## src/rtl/calc_pkg.sv

```systemverilog
//------------------------------------------------------------------------------
// Module  : calc_pkg
// Purpose : Shared widths, converter state encoding and display blank code.
// Rev     : 1.0 - initial release
//------------------------------------------------------------------------------
`default_nettype none

package calc_pkg;

  localparam int CALC_IN_WIDTH = 17;
  localparam int CALC_DIGITS   = 6;

  typedef logic [1:0] state_t;

  localparam logic [1:0] ST_IDLE  = 2'd0;
  localparam logic [1:0] ST_SHIFT = 2'd1;
  localparam logic [1:0] ST_DONE  = 2'd2;

  localparam logic [3:0] BCD_BLANK = 4'hF;

endpackage

`default_nettype wire

```

## src/rtl/bcd_digit_adjust.sv

```systemverilog
//------------------------------------------------------------------------------
// Module  : bcd_digit_adjust
// Purpose : Double-dabble nibble correction: add 3 when the digit is >= 5.
// Rev     : 1.0 - initial release
//------------------------------------------------------------------------------
`default_nettype none

module bcd_digit_adjust (
  input  logic [3:0] digit_in,
  output logic [3:0] digit_out
);

  assign digit_out = (digit_in >= 4'd5) ? digit_in + 4'd3 : digit_in;

endmodule

`default_nettype wire

```

## src/rtl/result_bcd_converter.sv

```systemverilog
//------------------------------------------------------------------------------
// Module  : result_bcd_converter
// Purpose : Iterative binary-to-BCD converter with start/busy/done handshake.
//           Optional macro LEADING_ZERO_BLANK_EN blanks leading zero digits.
// Rev     : 1.0 - initial release
//------------------------------------------------------------------------------
`default_nettype none

module result_bcd_converter
  import calc_pkg::*;
#(
  parameter int IN_WIDTH = CALC_IN_WIDTH,
  parameter int DIGITS   = CALC_DIGITS
) (
  input  logic                  clk,
  input  logic                  clear,
  input  logic                  start,
  input  logic [IN_WIDTH-1:0]   number_in,
  input  logic                  sign_in,
  output logic                  busy,
  output logic                  done,
  output logic [4*DIGITS-1:0]   digits,
  output logic                  sign_out
);

  localparam int ACC_W  = 4 * DIGITS;
  localparam int WORK_W = ACC_W + IN_WIDTH;
  localparam int CNT_W  = $clog2(IN_WIDTH + 1);

  state_t             state;
  logic [WORK_W-1:0]  work;
  logic [CNT_W-1:0]   count;
  logic               sign_cap;
  logic [ACC_W-1:0]   adjusted;
  logic [WORK_W-1:0]  next_work;
  logic [ACC_W-1:0]   final_digits;

  for (genvar g = 0; g < DIGITS; g++) begin : g_adjust
    bcd_digit_adjust u_adjust (
      .digit_in  (work[IN_WIDTH + 4*g +: 4]),
      .digit_out (adjusted[4*g +: 4])
    );
  end

  // Accumulator and binary share one register so the shift carries the binary MSB in.
  assign next_work = {adjusted, work[IN_WIDTH-1:0]} << 1;

  always_comb begin
    final_digits = next_work[WORK_W-1 -: ACC_W];
`ifdef LEADING_ZERO_BLANK_EN
    begin : blank_scan
      logic seen;
      seen = 1'b0;
      for (int i = DIGITS - 1; i > 0; i--) begin
        if (!seen && final_digits[4*i +: 4] == 4'd0)
          final_digits[4*i +: 4] = BCD_BLANK;
        else
          seen = 1'b1;
      end
    end
`endif
  end

  assign busy = (state == ST_SHIFT);

  always_ff @(posedge clk) begin
    if (!clear) begin
      state    <= ST_IDLE;
      work     <= '0;
      count    <= '0;
      sign_cap <= 1'b0;
      digits   <= '0;
      sign_out <= 1'b0;
      done     <= 1'b0;
    end else begin
      done <= 1'b0;
      case (state)
        ST_IDLE, ST_DONE: begin
          if (start) begin
            work     <= {{ACC_W{1'b0}}, number_in};
            sign_cap <= sign_in;
            count    <= CNT_W'(IN_WIDTH);
            state    <= ST_SHIFT;
          end else begin
            state <= ST_IDLE;
          end
        end
        ST_SHIFT: begin
          work  <= next_work;
          count <= count - 1'b1;
          if (count == CNT_W'(1)) begin
            state    <= ST_DONE;
            done     <= 1'b1;
            digits   <= final_digits;
            sign_out <= sign_cap;
          end
        end
        default: state <= ST_IDLE;
      endcase
    end
  end

endmodule

`default_nettype wire

```

## config.mk

```make
export PLATFORM = sky130hd
export DESIGN_NAME = result_bcd_converter
export DESIGN_NICKNAME = d
export VERILOG_FILES = /design/src/rtl/calc_pkg.sv /design/src/rtl/bcd_digit_adjust.sv /design/src/rtl/result_bcd_converter.sv
export SDC_FILE = /design/constraint.sdc
export NUM_CORES = 1
export LEC_CHECK = 0
export CAP_MARGIN = 20
export CORE_ASPECT_RATIO = 0.8
export CORE_MARGIN = 8
export CORE_UTILIZATION = 50
export CTS_BUF_LIST = sky130_fd_sc_hd__clkbuf_8
export CTS_CLUSTER_DIAMETER = 120
export DETAILED_ROUTE_END_ITERATION = 6
export HOLD_SLACK_MARGIN = 0.05
export PLACE_DENSITY = 0.74
export SYNTH_ARGS = -nofsm -noshare
export SYNTH_HDL_FRONTEND = slang
export SYNTH_SLANG_ARGS = --single-unit
export TNS_END_PERCENT = 30
```

## constraint.sdc

```tcl
create_clock -name clk -period 1.89 [get_ports clk]
set_input_delay 0.4725 -clock clk [delete_from_list [all_inputs] [get_ports clk]]
set_output_delay 0.4725 -clock clk [all_outputs]
set_load 0.01 [all_outputs]
```

# ---- Yosys cells after proc, flatten, opt, wreduce, memory -nomap -nowiden
# Cells that the tools add are included.
dict set report classes {
  order_cmp 6
  reduce_logical 7
  muxes 14
  n_addsub 7
  n_eq_ne 5
}
# operator count
set op_table {}
lappend op_table {{41-bit case mux with 2 select lines} 1}
lappend op_table {{41-bit 2-to-1 mux} 1}
lappend op_table {{4-bit by 3-bit >= comparator with 1-bit output (second input constant)} 6}
lappend op_table {{4-bit by 2-bit adder with 4-bit output (second input constant)} 5}
lappend op_table {{4-bit 2-to-1 mux} 5}
lappend op_table {{5-bit case mux with 2 select lines} 1}
lappend op_table {{2-bit AND reduction} 4}
lappend op_table {{5-bit by 1-bit == test with 1-bit output (second input constant)} 1}
lappend op_table {{5-bit 2-to-1 mux} 1}
lappend op_table {{5-bit by 1-bit subtractor with 5-bit output (second input constant)} 1}
lappend op_table {{2-bit case mux with 2 select lines} 1}
lappend op_table {{3-bit by 2-bit adder with 3-bit output (second input constant)} 1}
lappend op_table {{3-bit 2-to-1 mux} 1}
lappend op_table {{2-bit by 1-bit == test with 1-bit output (second input constant)} 1}
lappend op_table {{2-bit == test (second input constant)} 1}
lappend op_table {{2-bit zero test} 1}
lappend op_table {{1-bit 2-to-1 mux} 2}
lappend op_table {{2-bit 2-to-1 mux} 1}
lappend op_table {{2-bit by 1-bit != test with 1-bit output (second input constant)} 1}
lappend op_table {{2-bit != test (second input constant)} 1}
lappend op_table {{2-bit nonzero test} 1}
lappend op_table {{2-bit OR reduction} 1}
dict set report totals {
  reg_bits 75
  output_inout_bits 27
  in_bits 21
}

# ---- Longest topological paths before layout
# Gate-level depths: netlist of the first run.
dict set report depth {
  depth_word 4
  ltp_mapped 8
}

# ---- Cells and area by module
# From an unflattened synthesis of the first run, not the netlist that was laid out.
dict set report hier_totals {
  cells_unflattened 434
  area_unflattened_um2 3684.8
}
# mod n_inst cells_per_inst area_per_inst_um2
set by_module_without_submodules {}
lappend by_module_without_submodules {result_bcd_converter 1 338 3076.7}
lappend by_module_without_submodules {bcd_digit_adjust 6 16 101.3}

# ---- Least setup slack after synthesis of the first run
# No wires, ideal clock.
dict set report synth_timing {
  kind {register -> register}
  start {register work[25]}
  end {register digits[10]}
  arrival_ns 1.373
  path_slack_ns 0.444
  period_less_slack_ns 1.446
  stages_incl_launch_ff 7
  path_cell_list {dfxtp_1 -> inv_1 -> ha_1 -> nand2b_1 -> a21oi_1 -> mux2_2 -> o22ai_2}
}
dict set report synth_via {
  elab_chain_cells 2
  word_cells_on_any_way 3
}
# element line_no
set synth_rtl {}
lappend synth_rtl {{from (decl)} result_bcd_converter.sv:31} ;# logic [WORK_W-1:0] work;
lappend synth_rtl {{from (signal assigned)} result_bcd_converter.sv:80} ;# work <= {{ACC_W{1'b0}}, number_in};
lappend synth_rtl {{from (signal assigned)} result_bcd_converter.sv:89} ;# work <= next_work;
lappend synth_rtl {{4-bit by 2-bit adder with 4-bit output or 4-bit by 3-bit >= comparator with 1-bit output (tied branches)} bcd_digit_adjust.sv:13} ;# assign digit_out = (digit_in >= 4'd5) ? digit_in + 4'd3 : digit_in;
lappend synth_rtl {{4-bit 2-to-1 mux *} bcd_digit_adjust.sv:13}
lappend synth_rtl {{to (signal assigned)} result_bcd_converter.sv:94} ;# digits <= final_digits;
lappend synth_rtl {{to (decl)} result_bcd_converter.sv:22} ;# output logic [4*DIGITS-1:0] digits,
# Every way passes the cells marked *; elsewhere a longest branch is shown, timed or not.
# A chain may end at the register's enable or synchronous reset.

# ---- Worst setup path after layout of the first run
dict set report layout_timing {
  start {register digits[22]}
  end {output digits[22]}
}
# No word-level cell between the ends.

==> results.txt, run 1 <==
- The run finished with clean final reports.
- Post-synthesis instance area: 3350 um2
* Total Die Area: 9580 um2
* Share of the cycle needed by the critical path after routing: 91.7%
- Quantity of I/O buffers inserted on ports: 47
- Top Usage Layer GRT: met2
- Data arrival, critical path: 1260 ps
* Starting density of the core: 51.9%
- The root buffer cell chosen for the clock tree is clkbuf_8.
- Remaining number of nets flagged by the antenna check after routing: 0
- For this run the aggregate overflow at the end of global routing stands at 0.
* Capturing element type of the critical path: output pin
- Global routing consumed, over all layers together, 16.7% of the routing resources.
- After synthesis, the largest area contributor takes up 44.9% of total cell area.
* Nets in the synthesized netlist: 406
- Cell chain of the critical path: clkdlybuf4s50_1
- First-pass GRT wire length: 12,700 um
- Maximum achievable frequency: 577 MHz
* Fin nets: 455
- The clock arrives with 9.56 ps of skew.
- Vias: 2,733
- TritonCTS built the clock tree.
* Number of antenna violations at the first check in global routing: 0
- For met2 alone, demand over resource in global routing was 27.9%.
- The longest clock path from root to sink contains 2 buffers.
- Core box area: 6440 um2
* Slew Limit Fails: 0
- Leakage power total: 1.53 nW
- Entering global routing, the biggest net connects 43 pins.
* Crit Path Max Fanout: 2
- H-tree depth: 3
* MaxCap Viol Count: 0
- Most used standard cells in the synthesized netlist: dfxtp_1, nand2_1, o21ai_0
- Number of library cell types mapped by synthesis: 34
- The number of global-route vias before repair came to 2,649.
- Fill cells in the final layout number 557.
- In this run the power density over the cells is 834 nW/um2.
- Number of placed I/O pins: 48
- Post-synth top area cell: dfxtp_1
* Setup violations, final: 0
- Final weighted congestion in routability-driven placement: 0.796
- Post-detail-place hpwl: 5110 um
- Met1 demand-to-capacity share in global routing: 20.2%
* Relative slew slack: 55.0%
* Summed negative setup slack over all endpoints: 0 ps
* Length of the first detailed-routing pass in iterations: 4
- Drc violations: 0
* Met3 track demand over resource in global routing: 5.69%
- Crit path largest cell delay: 560 ps
* Layout cells sized above 1: 10.1%
* Minimum period implied by the final worst setup slack: 1730 ps
- Critical Setup Path Class: reg2out
- After synthesis the netlist holds a flip-flop and latch count of 75.
- Number of enable-type register cells in the synthesized netlist: 0
- For the worst setup path, the data required time is 1420 ps.
- Buffers & Inverters on Critical Path: 1
- Post-cts hold buffer count: 0
- Area contributors post-synth: dfxtp_1, nand2_1, ha_1, a21boi_0, o21ai_0
- Chip height: 89.2 um
* Drt initial violations: 147
* Final antenna diode count: 0
* Chip Width: 107 um
* Clock insertion delay at the later pin of the skew report: 350 ps
- In the synthesized netlist the dominant register cell turns out to be dfxtp_1.
- Of the synthesized area, sequential elements account for 44.9%.
* Cell count after synthesis: 371
* Worst Tran Pin Value: 675 ps
* Unrepaired setup endpoints after global routing: false
- Among cell families on the critical path, the largest total delay comes from buffers and inverters.
- Wire per inst: 14.6 um
- During synthesis, Yosys emitted a total of 0 warnings.
* Number of clock sinks: 75
- Type of the most critical hold path: reg2reg
* Final hold violations: 0
- Worst vdd ir: 0.420 mV
- Using the TritonRoute via totals, the vias-per-cell ratio works out to 5.38.
* Total power draw: 3.46 mW
- Critical path's slowest cell: clkdlybuf4s50_1
- After floorplanning, the core was divided into 26 placement rows.
- Wires add up to 7430 um.
- Compared with the post-synthesis result, the final layout area differs by 24.0%.
- Fraction of registers with async set/reset: 0%
- After clock tree synthesis, the clock-pin slew on the worst setup and hold paths is 80 ps.
- A synthesized cell averages 9.02 um2.
- Total clock buffers created by CTS: 9
- The worst setup path is launched from a flop.
- dfxtp_1 is the most common cell in the netlist.
[registers in the layout, summed over array words and instances, names as in the netlist]
signal / count
digits: 24
count: 5
sign_cap: 1
state: 2
work: 41
done: 1
sign_out: 1
[final timing paths]
kind | startpoint | end | slack [ps] | cells after the start
max | digits[22]$_SDFFE_PN0P_ | digits[22] | 160 | 1
min | sign_cap$_SDFFE_PN0P_ | sign_cap$_SDFFE_PN0P_ | 460 | 2
max reg2reg | work[33]$_SDFFE_PN0P_ | digits[18]$_SDFFE_PN0P_ | 190 | 6
min reg2reg | sign_cap$_SDFFE_PN0P_ | sign_cap$_SDFFE_PN0P_ | 460 | 2
[metrics by stage]
step	hold slack (ps)	setup WS (ps)	cells	util (%)	instance area, um2
2_1_floorplan	425	444	371	-	3350
3_3_place_gp	442	43.1	493	60.9	3920
3_5_place_dp	460	-18.8	493	60.9	3920
4_1_cts	470	140	508	64.4	4150
5_1_grt	489	57.7	508	64.4	4150
6_report	465	156	508	64.4	4150
[what timing repair did]
item                       4_1_cts  5_1_grt
setup endpoints to repair        1        0
setup buffers                    0        0
gates resized for setup          1        0
[cells in the final DEF, fill, tap and decap left out, types with 2 or more instances in the layout]
master | Yosys | final
dfxtp_1 | 75 | 75
nand2_1 | 58 | 58
clkdlybuf4s50_1 | 0 | 46
o21ai_0 | 34 | 34
a21boi_0 | 23 | 23
a21oi_1 | 22 | 22
a22oi_1 | 18 | 18
inv_1 | 16 | 17
ha_1 | 14 | 14
nor3b_1 | 10 | 10
buf_4 | 1 | 10
clkbuf_8 | 0 | 9
nand2b_1 | 8 | 8
nand3_1 | 8 | 8
nor3_1 | 7 | 7
o22ai_2 | 7 | 7
xnor2_1 | 6 | 6
mux2_2 | 6 | 6
nor2b_1 | 6 | 6
o211a_1 | 6 | 6
and2_1 | 5 | 5
o22ai_1 | 5 | 5
mux2i_1 | 4 | 4
nor2_1 | 3 | 3
bufinv_16 | 0 | 3
and3_1 | 2 | 2
buf_12 | 0 | 2
[cell type report]
type                            instances  area (um2)  area share, %
Clock inverter                          6         106           2.56
Sequential cell                        75        1500           36.2
Inverter                               17        63.8           1.54
Tap cell                               84         105           2.53
Multi-Input combinational cell        258        1660           40.1
Clock buffer                            9         124           2.99
Timing Repair Buffer                   59         584           14.1
[routing by layer]
| metal | up-vias | routed length, um |
|---|---|---|
| met2 | 44 | 3570 |
| li1 | 1393 | - |
| met4 | 0 | 76 |
| met3 | 9 | 355 |
| met5 | - | 0 |
| met1 | 1287 | 3430 |
[where the power goes]
group	switching, mW	leakage [nW]	internal (mW)
combinational	0.185	0.807	0.169
clock	0.572	0.116	0.862
sequential	0.0359	0.609	1.64
[cells by family after synthesis]
family | count (synthesis) | synth area share (%)
AO/OA/AOI/OAI | 116 | 23.1
XOR/XNOR | 6 | 1.57
adder cells (fa/ha/maj) | 14 | 5.24
buffers and inverters | 38 | 5.39
flip-flops | 75 | 44.9
multiplexers | 10 | 3.22
AND/OR/NAND/NOR | 112 | 16.6
Power figures use the tool's default switching activity.
==> run 2, diff against run 1 <==
ABC_CLOCK_PERIOD_IN_PS = 1890   (was default)
==> results of run 2 <==
Same layout as run 1: the final DEF is identical, and so are final timing and power.
